## src/rtl/quantum_rr_arbiter.sv

```systemverilog
// Round-robin bus arbiter with a fixed grant time slice (quantum).
// A one-cycle dead SWITCH state separates consecutive owners; busy_i pins the current owner.
module quantum_rr_arbiter #(
    parameter int NUM_MASTERS  = 4,
    parameter int QUANTUM_TIME = 16,
    localparam int IDX_W = $clog2(NUM_MASTERS),
    localparam int CNT_W = $clog2(QUANTUM_TIME + 1)
) (
    input  logic                   clk_i,
    input  logic                   reset_i,
    input  logic [NUM_MASTERS-1:0] req_i,
    input  logic                   busy_i,
    output logic [NUM_MASTERS-1:0] grant_o,
    output logic [IDX_W-1:0]       grant_idx_o,
    output logic                   grant_valid_o,
    output logic                   quantum_tick_o
);

    typedef enum logic [1:0] {
        ST_IDLE   = 2'd0,
        ST_GRANT  = 2'd1,
        ST_SWITCH = 2'd2
    } state_t;

    localparam logic [CNT_W-1:0]       LAST_CNT = CNT_W'(QUANTUM_TIME - 1);
    localparam logic [NUM_MASTERS-1:0] ONE_HOT0 = NUM_MASTERS'(1);

    state_t                 state_q, state_d;
    logic [IDX_W-1:0]       owner_q, owner_d;
    logic [IDX_W-1:0]       ptr_q, ptr_d;
    logic [CNT_W-1:0]       cnt_q, cnt_d;
    logic                   expired_q, expired_d;
    logic [NUM_MASTERS-1:0] grant_q, grant_d;
    logic                   valid_q, valid_d;

    logic                   others_req;
    logic                   owner_req;
    logic                   last_cycle;

    // First asserted request at ptr, ptr+1, ... wrapping at NUM_MASTERS.
    function automatic logic [IDX_W-1:0] rr_pick(input logic [NUM_MASTERS-1:0] req,
                                                 input logic [IDX_W-1:0]       ptr);
        logic [IDX_W-1:0] sel;
        logic             found;
        int               idx;
        sel   = '0;
        found = 1'b0;
        for (int i = 0; i < NUM_MASTERS; i++) begin
            idx = (int'(ptr) + i) % NUM_MASTERS;
            if (!found && req[idx]) begin
                sel   = IDX_W'(idx);
                found = 1'b1;
            end
        end
        return sel;
    endfunction

    function automatic logic [IDX_W-1:0] next_idx(input logic [IDX_W-1:0] idx);
        return (int'(idx) == NUM_MASTERS - 1) ? '0 : idx + 1'b1;
    endfunction

    always_comb begin
        state_d    = state_q;
        owner_d    = owner_q;
        ptr_d      = ptr_q;
        cnt_d      = cnt_q;
        expired_d  = expired_q;
        others_req = |(req_i & ~(ONE_HOT0 << owner_q));
        owner_req  = req_i[owner_q];
        last_cycle = (cnt_q == LAST_CNT);

        unique case (state_q)
            ST_IDLE: begin
                cnt_d     = '0;
                expired_d = 1'b0;
                if (|req_i) begin
                    state_d = ST_GRANT;
                    owner_d = rr_pick(req_i, ptr_q);
                end
            end
            ST_GRANT: begin
                if (busy_i) begin
                    // Owner keeps the bus; only the quantum bookkeeping moves.
                    if (expired_q) begin
                        if (!others_req) begin
                            expired_d = 1'b0;
                            cnt_d     = '0;
                        end
                    end else if (last_cycle) begin
                        if (others_req) expired_d = 1'b1;
                        else            cnt_d     = '0;
                    end else begin
                        cnt_d = cnt_q + 1'b1;
                    end
                end else if (!owner_req || ((expired_q || last_cycle) && others_req)) begin
                    state_d   = ST_SWITCH;
                    ptr_d     = next_idx(owner_q);
                    owner_d   = '0;
                    cnt_d     = '0;
                    expired_d = 1'b0;
                end else if (expired_q || last_cycle) begin
                    expired_d = 1'b0;
                    cnt_d     = '0;
                end else begin
                    cnt_d = cnt_q + 1'b1;
                end
            end
            ST_SWITCH: begin
                cnt_d     = '0;
                expired_d = 1'b0;
                if (|req_i) begin
                    state_d = ST_GRANT;
                    owner_d = rr_pick(req_i, ptr_q);
                end else begin
                    state_d = ST_IDLE;
                end
            end
            default: begin
                state_d   = ST_IDLE;
                owner_d   = '0;
                cnt_d     = '0;
                expired_d = 1'b0;
            end
        endcase

        valid_d = (state_d == ST_GRANT);
        grant_d = valid_d ? (ONE_HOT0 << owner_d) : '0;
    end

    always_ff @(posedge clk_i or posedge reset_i) begin
        if (reset_i) begin
            state_q   <= ST_IDLE;
            owner_q   <= '0;
            ptr_q     <= '0;
            cnt_q     <= '0;
            expired_q <= 1'b0;
            grant_q   <= '0;
            valid_q   <= 1'b0;
        end else begin
            state_q   <= state_d;
            owner_q   <= owner_d;
            ptr_q     <= ptr_d;
            cnt_q     <= cnt_d;
            expired_q <= expired_d;
            grant_q   <= grant_d;
            valid_q   <= valid_d;
        end
    end

    assign grant_o        = grant_q;
    assign grant_idx_o    = owner_q;
    assign grant_valid_o  = valid_q;
    // Held counter while expired must not re-fire the tick.
    assign quantum_tick_o = (state_q == ST_GRANT) && !expired_q && (cnt_q == LAST_CNT);

endmodule

```

## config.mk

```make
export PLATFORM = sky130hd
export DESIGN_NAME = quantum_rr_arbiter
export DESIGN_NICKNAME = d
export VERILOG_FILES = /design/src/rtl/quantum_rr_arbiter.sv
export SDC_FILE = /design/constraint.sdc
export NUM_CORES = 1
export LEC_CHECK = 0
export ABC_AREA = 1
export CAP_MARGIN = 15
export CORE_ASPECT_RATIO = 0.7
export CORE_MARGIN = 8
export CORE_UTILIZATION = 48
export DETAILED_ROUTE_END_ITERATION = 10
export GPL_TIMING_DRIVEN = 0
export PLACE_DENSITY = 0.7
export SETUP_SLACK_MARGIN = 0.1
export SYNTH_ARGS = -nofsm -noshare
export SYNTH_HDL_FRONTEND = slang
export SYNTH_SLANG_ARGS = --single-unit
```

## constraint.sdc

```tcl
create_clock -name clk_i -period 2.2 [get_ports clk_i]
set_clock_uncertainty 0.2 [all_clocks]
set_input_delay 0.33 -clock clk_i [delete_from_list [all_inputs] [get_ports clk_i]]
set_output_delay 0.33 -clock clk_i [all_outputs]
set_load 0.02 [all_outputs]
```

Yosys cells after proc, flatten, opt, wreduce, memory -nomap -nowiden. Cells that the tools add are included.

Register bits: 17. Bits of input ports: 7. Output and inout port bits: 8. Word-level logic and storage cells: 119.

Add/sub/neg operators: 5. Order comparisons: 5. Equal/unequal tests: 6. Shifts and indexed selects: 2. Muxes and demuxes: 62. Bitwise gates (word level): 6. Reduce and logical (&&, ||, !) cells: 26.

Operators by type and width (count): two-way mux 5 bit (7); two-way mux 1 bit (32); two-way mux 2 bit (15); less-than comparator 3 x 4 -> 1 bit (second input constant) (3); one-hot mux 2 bit (3 select lines) (2); binary-select mux 1 bit (select 2 bit) (5); logical AND 1 bit (9); zero test 1 bit (8); OR reduction 4 bit (2); left shift 1 x 2 -> 4 bit (first input constant) (2); == test 2 x 1 -> 1 bit (second input constant) (3); less-than comparator 2 x 3 -> 1 bit (second input constant) (2); OR reduction 2 bit (3); adder 5 x 1 -> 5 bit (second input constant) (1); == test 5 x 4 -> 1 bit (second input constant) (1); adder 2 x 1 -> 2 bit (second input constant) (2); adder 2 bit (second input constant) (2); AND 4 bit (1); two-way mux 4 bit (1); != test 4 bit (second input constant) (1); NOT 4 bit (1); AND 1 bit (first input constant) (3); AND reduction 3 bit (1); == test 2 bit (second input constant) (1); 3 further kinds (4).

Depth between registers and ports, before layout. Gate-level depths: netlist (run 1).

Word-level depth: 22. Depth in mapped cells: 15. Depth with buffers taken out: 14.

Worst setup path before layout (run 1). No wires, ideal clock.

Kind: register -> register. Start: register cnt_q[0]. End: register grant_q[0], in the netlist grant_o[0]. Library setup time: 0.116 ns. Arrival: 1.786 ns. Required time: 1.884 ns. Slack: 0.097 ns. Stages on the path, launching flop included: 15. Buffers on the path: 0. Clock period less this slack: 2.103 ns. Path through: dfrtp_1 > ha_1 > nand2_1 > nor2_1 > ha_1 > nor2_1 > inv_1 > nand2_1 > nand2_1 > nand2_1 > nand2_2 > nor2_1 > inv_1 > nand2_2 > nor2_1.

Longest elaborated chain between the ends: 9. Elaborated cells on any way between the ends: 13. Classes of those cells: eq/ne: 2; shift: 1; mux: 7; reduce/logical: 3.

RTL lines: start: declaration (line 31) `logic [CNT_W-1:0] cnt_q, cnt_d;`; start signal: assignment (line 143) `cnt_q <= cnt_d;`; == test 5 x 4 -> 1 bit (line 70) `last_cycle = (cnt_q == LAST_CNT);`; logical OR 1 bit (line 95) `end else if (!owner_req || ((expired_q || last_cycle) && others_req)) begin`; logical AND 1 bit (line 95); logical OR 1 bit (line 95); two-way mux 2 bit (line 95); two-way mux 2 bit (line 82) `if (busy_i) begin`; one-hot mux 2 bit (3 select lines) (line 72) `unique case (state_q)`; net owner_d[1] (line 29) `logic [IDX_W-1:0] owner_q, owner_d;`; left shift 1 x 2 -> 4 bit (line 127) `grant_d = valid_d ? (ONE_HOT0 << owner_d) : '0;`; two-way mux 4 bit (line 127); net grant_d[0] (line 33) `logic [NUM_MASTERS-1:0] grant_q, grant_d;`; end signal: assignment (line 145) `grant_q <= grant_d;`; end: declaration (line 33).

The timed path passes the listed nets, and every way through them passes these cells. A chain may end at the register's enable or synchronous reset.

Final worst setup path (run 1).
Start: register cnt_q[0]. End: output port quantum_tick_o.

Longest elaborated chain between the ends: 2.

RTL lines: == test 5 x 4 -> 1 bit (line 154) `assign quantum_tick_o = (state_q == ST_GRANT) && !expired_q && (cnt_q == LAST_CNT);`; logical AND 1 bit (line 154); end: declaration (line 16) `output logic quantum_tick_o`.

No other way between the ends.

==> results of run 1 <==
## routing by layer
layer  global-route usage, %  part of all wire (%)  up-vias
met3                   6.018                   9.6        4
li1                        -                     -      562
met1                   18.28                    49      503
met2                   18.64                    40       43
met5                       0                     0        -
met4                   5.382                   1.4        0
## registers in the layout (all words and copies together), names as in the netlist
signal	cells
cnt_q	5
grant_o	4
grant_idx_o	2
ptr_q	2
state_q	2
expired_q	1
grant_valid_o	1
## power by group through the flow
| stage | Clock (mW) | Combinational [mW] | Sequential (mW) |
|---|---|---|---|
| final | 0.170 | 1.19 | 0.494 |
| after global routing | 0.191 | 1.34 | 0.505 |
| after CTS | 0.177 | 1.07 | 0.496 |
| after detailed placement | 0 | 1.02 | 0.505 |
| after global placement | 0 | 0.991 | 0.499 |
| after floorplan | 0 | 0.705 | 0.541 |
## cells by family after synthesis
logic type,count (synthesis)
flops,17
simple gates,92
compound gates,19
buf+inv,26
fa+ha+maj,7
## placed cells by master (no fill, tap or decap), types with 8 or more instances in the layout
cell type	Yosys	final
inv_1	22	19
nor2_1	18	13
dfrtp_1	17	15
clkdlybuf4s50_1	0	13
nand2_1	50	44
nand3_1	11	11
buf_4	0	8
nand2_2	8	12
o21ai_0	8	8
## per-stage QoR
step	cell area, um^2	std cells
global route	1461	219
detailed placement	1309	207
CTS	1376	214
finish	1461	219
floorplan	1129	161
global placement	1309	207
## worst paths after layout
check                                 end  cells past startpoint  slack (ps)  startpoint
hold reg to reg                  cnt_q[3]                      2         340    cnt_q[3]
hold / removal                   cnt_q[4]                      2         210     reset_i
min in group clk_i               cnt_q[3]                      2         340    cnt_q[3]
setup / recovery           quantum_tick_o                      7         120    cnt_q[0]
setup reg to reg               grant_o[0]                     14         170    cnt_q[0]
max in group asynchronous  grant_idx_o[1]                      2        1110     reset_i
## area by class of cell
type,count,share of cell area [%]
multi-input cells,118,45.29
repair buffers,22,13.36
clock buffers,4,1.798
plain buffers,1,0.7705
well taps,32,2.740
flip-flops and latches,17,29.28
inverters,25,6.764
## what timing repair did
| action | CTS | global route |
|---|---|---|
| buffers inserted | 3 | 5 |
| pin swaps | 2 | 11 |
| hold buffers | 0 | 0 |
| setup endpoints to repair | 12 | 9 |
| resized for setup | 12 | 17 |
==> results.md, run 1 <==
- The largest net degree at the start of global routing is 18.
- The clock period minus final worst setup slack is just over 2000 ps.
- Yosys printed 0 warnings.
- At the later pin of the worst-skew pair, clock insertion delay measures ~300 ps.
- The run finished with clean final reports.
- The register clock-pin slew on the reported worst setup and hold paths is roughly 100 ps.
- The portion of the clock cycle consumed by the worst path in the final layout is between 90% and 100%.
- In this run, flip-flops and latches consume between 20% and 30% of the power.
- Max-cap violations in this run came to 0.
- The first global-routing pass estimated around 4500 um of wire.
- The worst path setup slack after routing is ~120 ps.
- The vias per cell is 5.078.
- The placeable core region is roughly 2200 um^2.
- In the final timing run, aggregate negative setup slack is 0 ps.
- By instance count, the leading cell after synthesis is nand2_1.
- STA classifies the critical path startpoint as a register.
- The portion of the post-synthesis area used by sequential elements is around 38%.
- The number of standard cells after synthesis is approximately 160.
- The starting density of the core is ~51%.
- The depth of the CTS H-tree is 1.
- The count of final setup violators is 0.
- OpenSTA, run right after detailed placement, puts the worst setup slack at -162.0 ps.
- Summing the areas of all fa, ha and maj instances in the mapped netlist gives under 10% of the synthesized area.
- The analysis attributes to cell leakage a power of ~0.75 nW.
- STA classifies the critical path endpoint as an output port.
- Row generation in the floorplan step produced 14 rows.
- For the pin with the worst max-slew slack, the measured transition is 661.5 ps.
- The clock root buffer is clkbuf_4.
- The detailed router's first-iteration violation count is 80.
- The synthesized design spends more area on one cell type than any other, namely dfrtp_1.
- The post-synthesis cell area is roughly 1100 um^2.
- The die boundary height is 56.53 um.
- After detailed routing, the average wire length per cell comes to 12.69 um.
- The final max-slew violation count is 0.
- In this run, synthesis produced a sequential element count of 17.
- The power spent charging and discharging nets is around 0.91 mW.
- The delay of the slowest cell on the worst path is 380 ps.
- Net switching is roughly 49% of the power.
- The post-route netlist has between 20% and 30% of its cells at a drive strength greater than 1.
- The slowest stage of the critical path is the dfrtp_1 cell.
- The final layout contains routed wiring with a total length of around 2800 um.
- In this run the deepest clock path goes through 2 buffers.
- The parity-gate share of the synthesized area counting xor and xnor cells is 0%.
- In the final layout, the multi-input gates occupy around 660 um^2.
- The HPWL reported at the end of detailed placement is around 2000 um.
- The area added between synthesis and finish is 29.78%.
- The CTS tree is yes.
- 15 I/O pins were placed.
- The total grt overflow is 0.
- In the synthesized netlist the async set-or-reset flop fraction comes to 100.0%.
- In this run, the clock network consumes a little under a tenth of the power.
- By area the synthesized netlist is led by dfrtp_1, nand2_1, ha_1.
- The most numerous cell type found on the critical path is nand2_2.
- The share of synthesized area in the top cell type comes to between 30 and 40%.
- In this run the power density over the cells is about 1300 nW/um^2.
- The signal on the critical path passes through ha_2, nand2_2, nor2_4, ha_4, nand2_2, nor2_1, buf_4.
- The count of antenna diodes in the layout is 0.
- On the final layout, the worst hold slack is around 210 ps.
- In this run the tightest slew margin relative to its limit is approximately 56%.
- The maximum fanout along the worst path is 2.
- The worst setup path is of the register to output port kind.
- For the worst setup path, the data arrival time is approximately 1600 ps.
- The post-synthesis compound-gate area fraction is under 10%.
- The prevailing post-synth register cell is dfrtp_1.
- The width of the chip is around 74 um.
- The detailed router placed between 1000 and 1500 vias in this run.
- In this run, synthesis inferred 0 flip-flops with an integrated enable.
- The utilization of the core after routing is around 67%.
- The design draws between 1.5 and 2 mW.
- The number of nets handed over by synthesis was 175.
- Broken down by cell family, the worst path's largest delay share belongs to flip-flops.
- In the synthesized netlist, the cells that appear most often are nand2_1, inv_1, nor2_1.
- For the worst setup path, the data required time is between 1500 and 2000 ps.
- Buffers inserted during clock tree synthesis total 3.
- The post-route DRC violation count is 0.
- The distinct cell type count of the synthesized netlist is 17.
- The congestion estimate from routability-driven global placement came to between 0.8 and 0.9.
- Across every metal layer, demand over resource in global routing totals between 10 and 15%.
- The final-report hold violation count is 0.
- The number of routed nets with antenna violations is 0.
- The average instance in the mapped netlist occupies ~7 um^2.
- The floorplan step defined a die boundary enclosing ~4200 um^2.
- Counting the fill cells in the layout gives around 190.
- Setup repair after global routing could not meet its margin everywhere.
- The flip-flop and latch area is 427.9 um^2.
- The type of the tightest min-delay check is primary input to asynchronous set/reset pin.
- The share of synthesized area spent on multiplexers is 0%.
- The clock sink count is 17.
- The pre-antenna-repair detailed-routing pass consisted of 4 iterations.
- The combined buffer and inverter count along the critical path is 1.
- The number of nets in the final layout is 202.
- Across the VDD grid, the largest voltage drop is 0.7299 mV.
- The number of port buffers is 14.
- The combinational family with the most area after synthesis is simple AND/OR/NAND/NOR gates.
- The via count of the first global-routing pass is a little under 1000.
- The internal power is around 0.94 mW.
- The part of the total power dissipated in combinational logic is approximately 64%.
- Based on the critical path, the design can be clocked at up to about 480 MHz.
- The initial antenna violation count came to 0.
- The area share of and/or/nand/nor cells after synthesis is 35.22%.
Power figures use the tool's default switching activity.
==> run 2, diff against run 1 <==
--- a/config.mk
+++ b/config.mk
@@ -5,7 +5,7 @@
 export SDC_FILE = /design/constraint.sdc
 export NUM_CORES = 1
 export LEC_CHECK = 0
-export ABC_AREA = 1
+export ABC_CLOCK_PERIOD_IN_PS = 2200
 export CAP_MARGIN = 15
 export CORE_ASPECT_RATIO = 0.7
 export CORE_MARGIN = 8
==> run 2 against run 1 <==
Net effect: die area down 3.1%; clock power down 5%; area after synthesis down 4.1%; wire length down 4.6%; final cell count down 22%; critical path depth unchanged; sequential share of layout area up 0.77 points; via count down 12%; utilization down 0.12 points; global-route usage down 0.58 points; register-to-register slack worse by 150 ps; critical path type is now register to register.
==> results.md, run 2 <==
- The commonest non-fill, non-tap cell in the layout is dfrtp_1.
- The standard-cell row count was 14 (unchanged).
- The maximum fanout along the worst path is 4 (+2).
- The flow ran to the end, and the final reports show no timing, DRC or antenna violations.
- The fraction of final layout cells sized beyond drive strength 1 is 25.90% (+1.8 points).
- The register clock-pin slew on the reported worst setup and hold paths is 90 ps (about the same).
- The die boundary height is 55.68 um (-1.5%).
- The number of hold-repair buffers added at the cts stage is 0 (unchanged).
- The portion of the clock cycle consumed by the worst path in the final layout was 99.14% (+4.7 points).
- The required time of the worst setup path is 2180 ps (+510 ps).
- The number of inserted filler cells in the final layout was 191 (-0.52%).
- The post-synthesis cell area came to 1080 um^2 (-4.1%).
- The worst slack on hold paths is 227.9 ps (+16.09 ps).
- The post-route DRC violation count was 0 (unchanged).
- The detailed router's first-iteration violation count is 52 (-35%).
- The number of nets in the final layout is 154 (-24%).
- The flip-flop and latch area is 427.9 um^2 (unchanged).
- The total via count after detailed routing is 979 (-12%).
- The global-route usage over all layers is 13.16% (-0.58 points).
- The number of nets produced by synthesis was 129 (-26%).
- The endpoint arrival time on the critical path was 2160 ps (+610 ps).
- The setup TNS came to 0 ps (unchanged).
- The delay of the slowest cell on the worst path is 380 ps (about the same).
- The area added between synthesis and finish is 31.87%.
- The clock period minus final worst setup slack is 2181 ps (+104.2 ps).
- The weighted congestion at the end of routability-driven global placement was 0.8241 (-2.6%).
- The portion of synthesized cell area occupied by the leading cell type is 39.40% (+1.6 points).
- STA classifies the critical path startpoint as a register.
- The count of antenna diodes in the layout was 0 (unchanged).
- The portion of the post-synthesis area used by sequential elements is 39.40% (+1.6 points).
- The combined area of the multi-input logic cells is 698.2 um^2 (+5.5%).
- The wire length after detailed routing is 2651 um (-4.6%).
- The type of the tightest min-delay check is primary input to asynchronous set/reset pin.
- In the synthesized netlist the dominant register cell turns out to be dfrtp_1.
- The CTS tree is yes.
- The most numerous cell in the Yosys netlist is dfrtp_1.
- The final-report hold violation count is 0 (unchanged).
- The cell family contributing the most delay on the critical path is compound AO/OA/AOI/OAI gates.
- The HPWL reported at the end of detailed placement was 1907 um (-5.2%).
- The clock sink count was 17 (unchanged).
- The top cell type by total area after synthesis is dfrtp_1.
- The number of warnings issued by yosys is 0 (unchanged).
- The synthesized flop and latch total is 17 (unchanged).
- The count of final setup violators is 0 (unchanged).
- Setup repair after global routing could not meet its margin everywhere.
- The worst IR drop on VDD is 0.7006 mV (-4.0%).
- The largest net degree at the start of global routing is 18 (unchanged).
- The static leakage is 0.6217 nW (-17%).
- The via count of the first global-routing pass is 939 (-4.8%).
- The placeable core region is 2137 um^2 (-2.4%).
- The number of standard cells after synthesis is 115 (-29%).
- The depth of the CTS H-tree came to 1 (unchanged).
- The number of buffers inserted during clock tree synthesis is 3 (unchanged).
- The max-capacitance violation count is 0 (unchanged).
- The number of placed I/O pins is 15 (unchanged).
- The first-pass GRT wire length is 4333 um (-2.9%).
- The initial antenna violation count is 0 (unchanged).
- The starting density of the core came to 50.53% (-0.90 points).
- The final max-slew violation count came to 0 (unchanged).
- The number of port buffers was 14 (unchanged).
- The relative slew slack is 56.63% (+0.77 points).
- The distinct cell type count of the synthesized netlist is 36 (+19).
- The first-pass iteration count of the detailed router is 4 (unchanged).
- The timing-limited maximum frequency is 458.5 MHz (-4.8%).
- The clock latency reported for the late side of the worst-skew pair is 290 ps (about the same).
- The width of the chip is 72.69 um (-1.6%).
- By count the netlist is led by dfrtp_1, inv_1, nor2_1.
- The async set-reset flop share out of synthesis was 100.0% (unchanged).
- The vias per cell is 5.725 (+13%).
- The maximum count of clock buffers along a single path is 2 (unchanged).
- The flip-flop count of the largest register after layout came to 5 (unchanged).
- The cell area power density came to 1076 nW/um^2 (-15%).
- The category of the critical setup timing path is register to register.
- The utilization of the core after routing came to 66.63% (-0.12 points).
- Traced cell by cell, the critical path runs through ha_2, and3_4, ha_4, nor2_4, a41o_1, a211o_1, mux2_4.
- On the critical path, the stage with the largest delay is an instance of dfrtp_1.
- The number of routed nets with antenna violations came to 0 (unchanged).
- The register containing the most flip-flops in the final layout is cnt_q.
- The combined buffer and inverter count along the critical path was 0 (-1).
- The synthesized area per cell is 9.389 um^2 (+34%).
- The total grt overflow is 0 (unchanged).
- The clock root buffer is clkbuf_4.
- The number of enable flip-flop cells after synthesis is 0 (unchanged).
- The post-route total power came to 1.533 mW (-17%).
- STA classifies the critical path endpoint as a register.
- The wire length per cell is 15.50 um (+22%).
- After synthesis, the cell types taking the most area are dfrtp_1, ha_1, mux2i_1.
- The total die area is 4047 um^2 (-3.1%).
- The top cell types in the final layout, fill and taps aside, are dfrtp_1, clkdlybuf4s50_1, nor2_1.
- The transition time at the pin with the least slew margin came to 649.9 ps (-11.58 ps).
[run 2: kinds of logic (layout without fill, tap and decap cells)]
| family | count (synthesis) | count (layout) | share of synthesized area, % |
|---|---|---|---|
| AOI/OAI and AO/OA | 33 | 33 | 21.32 |
| adders and majority gates | 7 | 7 | 8.111 |
| buffers and inverters | 11 | 35 | 3.939 |
| DFF | 17 | 17 | 39.40 |
| muxes | 6 | 6 | 6.489 |
| and+or+nand+nor | 41 | 41 | 20.74 |
[run 2: final cells by class]
type | count | share of cell area [%]
multi-input cells | 87 | 49.03
flip-flops and latches | 17 | 30.05
repair buffers | 20 | 12.65
well taps | 32 | 2.812
inverters | 9 | 2.548
clock buffers | 4 | 1.845
plain buffers | 2 | 1.054
[run 2: layer usage]
layer  vias to the layer above  global-route usage (%)  wire length [um]
met5                         -                       0                 0
met4                         0                   3.409                44
met2                        43                   20.10              1173
met1                       450                   16.96              1254
met3                         6                   4.676               178
li1                        480                       -                 -
[run 2: path summary, 6_finish.rpt]
kind / startpoint / to / slack, ps / cells after the start
min in group clk_i: state_q[0] / state_q[0] / 370 / 1
worst max register to register: cnt_q[1] / ptr_q[1] / 20 / 7
max in group asynchronous: reset_i / grant_idx_o[1] / 1120 / 2
worst min register to register: state_q[0] / state_q[0] / 370 / 1
worst min-delay path: reset_i / cnt_q[4] / 230 / 2
worst max-delay path: cnt_q[1] / ptr_q[1] / 20 / 7
[run 2: metrics by stage]
step | area [um^2] | instances | setup WS, ps
after global routing | 1424 | 171 | -25.78
after global placement | 1311 | 161 | -199.8
after CTS | 1388 | 170 | 18.76
after detailed placement | 1311 | 161 | -197.7
after floorplan | 1131 | 115 | 96.90
final | 1424 | 171 | 19.01
[run 2: what timing repair did]
item,CTS,global route
gates cloned,0,0
setup endpoints to repair,10,12
pin swaps,3,2
resized for setup,6,9
buffers inserted,5,1
[run 2: power breakdown]
group	total [mW]	internal, mW	leakage, nW	switching, mW
logic	0.852	0.414	0.390	0.439
registers	0.519	0.422	0.217	0.0974
clock network	0.161	0.0705	0.0150	0.0907
==> run 3, diff against run 2 <==
--- a/config.mk
+++ b/config.mk
@@ -14,6 +14,7 @@
 export GPL_TIMING_DRIVEN = 0
 export PLACE_DENSITY = 0.7
 export SETUP_SLACK_MARGIN = 0.1
+export SLEW_MARGIN = 30
 export SYNTH_ARGS = -nofsm -noshare
 export SYNTH_HDL_FRONTEND = slang
 export SYNTH_SLANG_ARGS = --single-unit
==> results of run 3 <==
No change in the layout: final DEF, timing and power equal those of run 2.
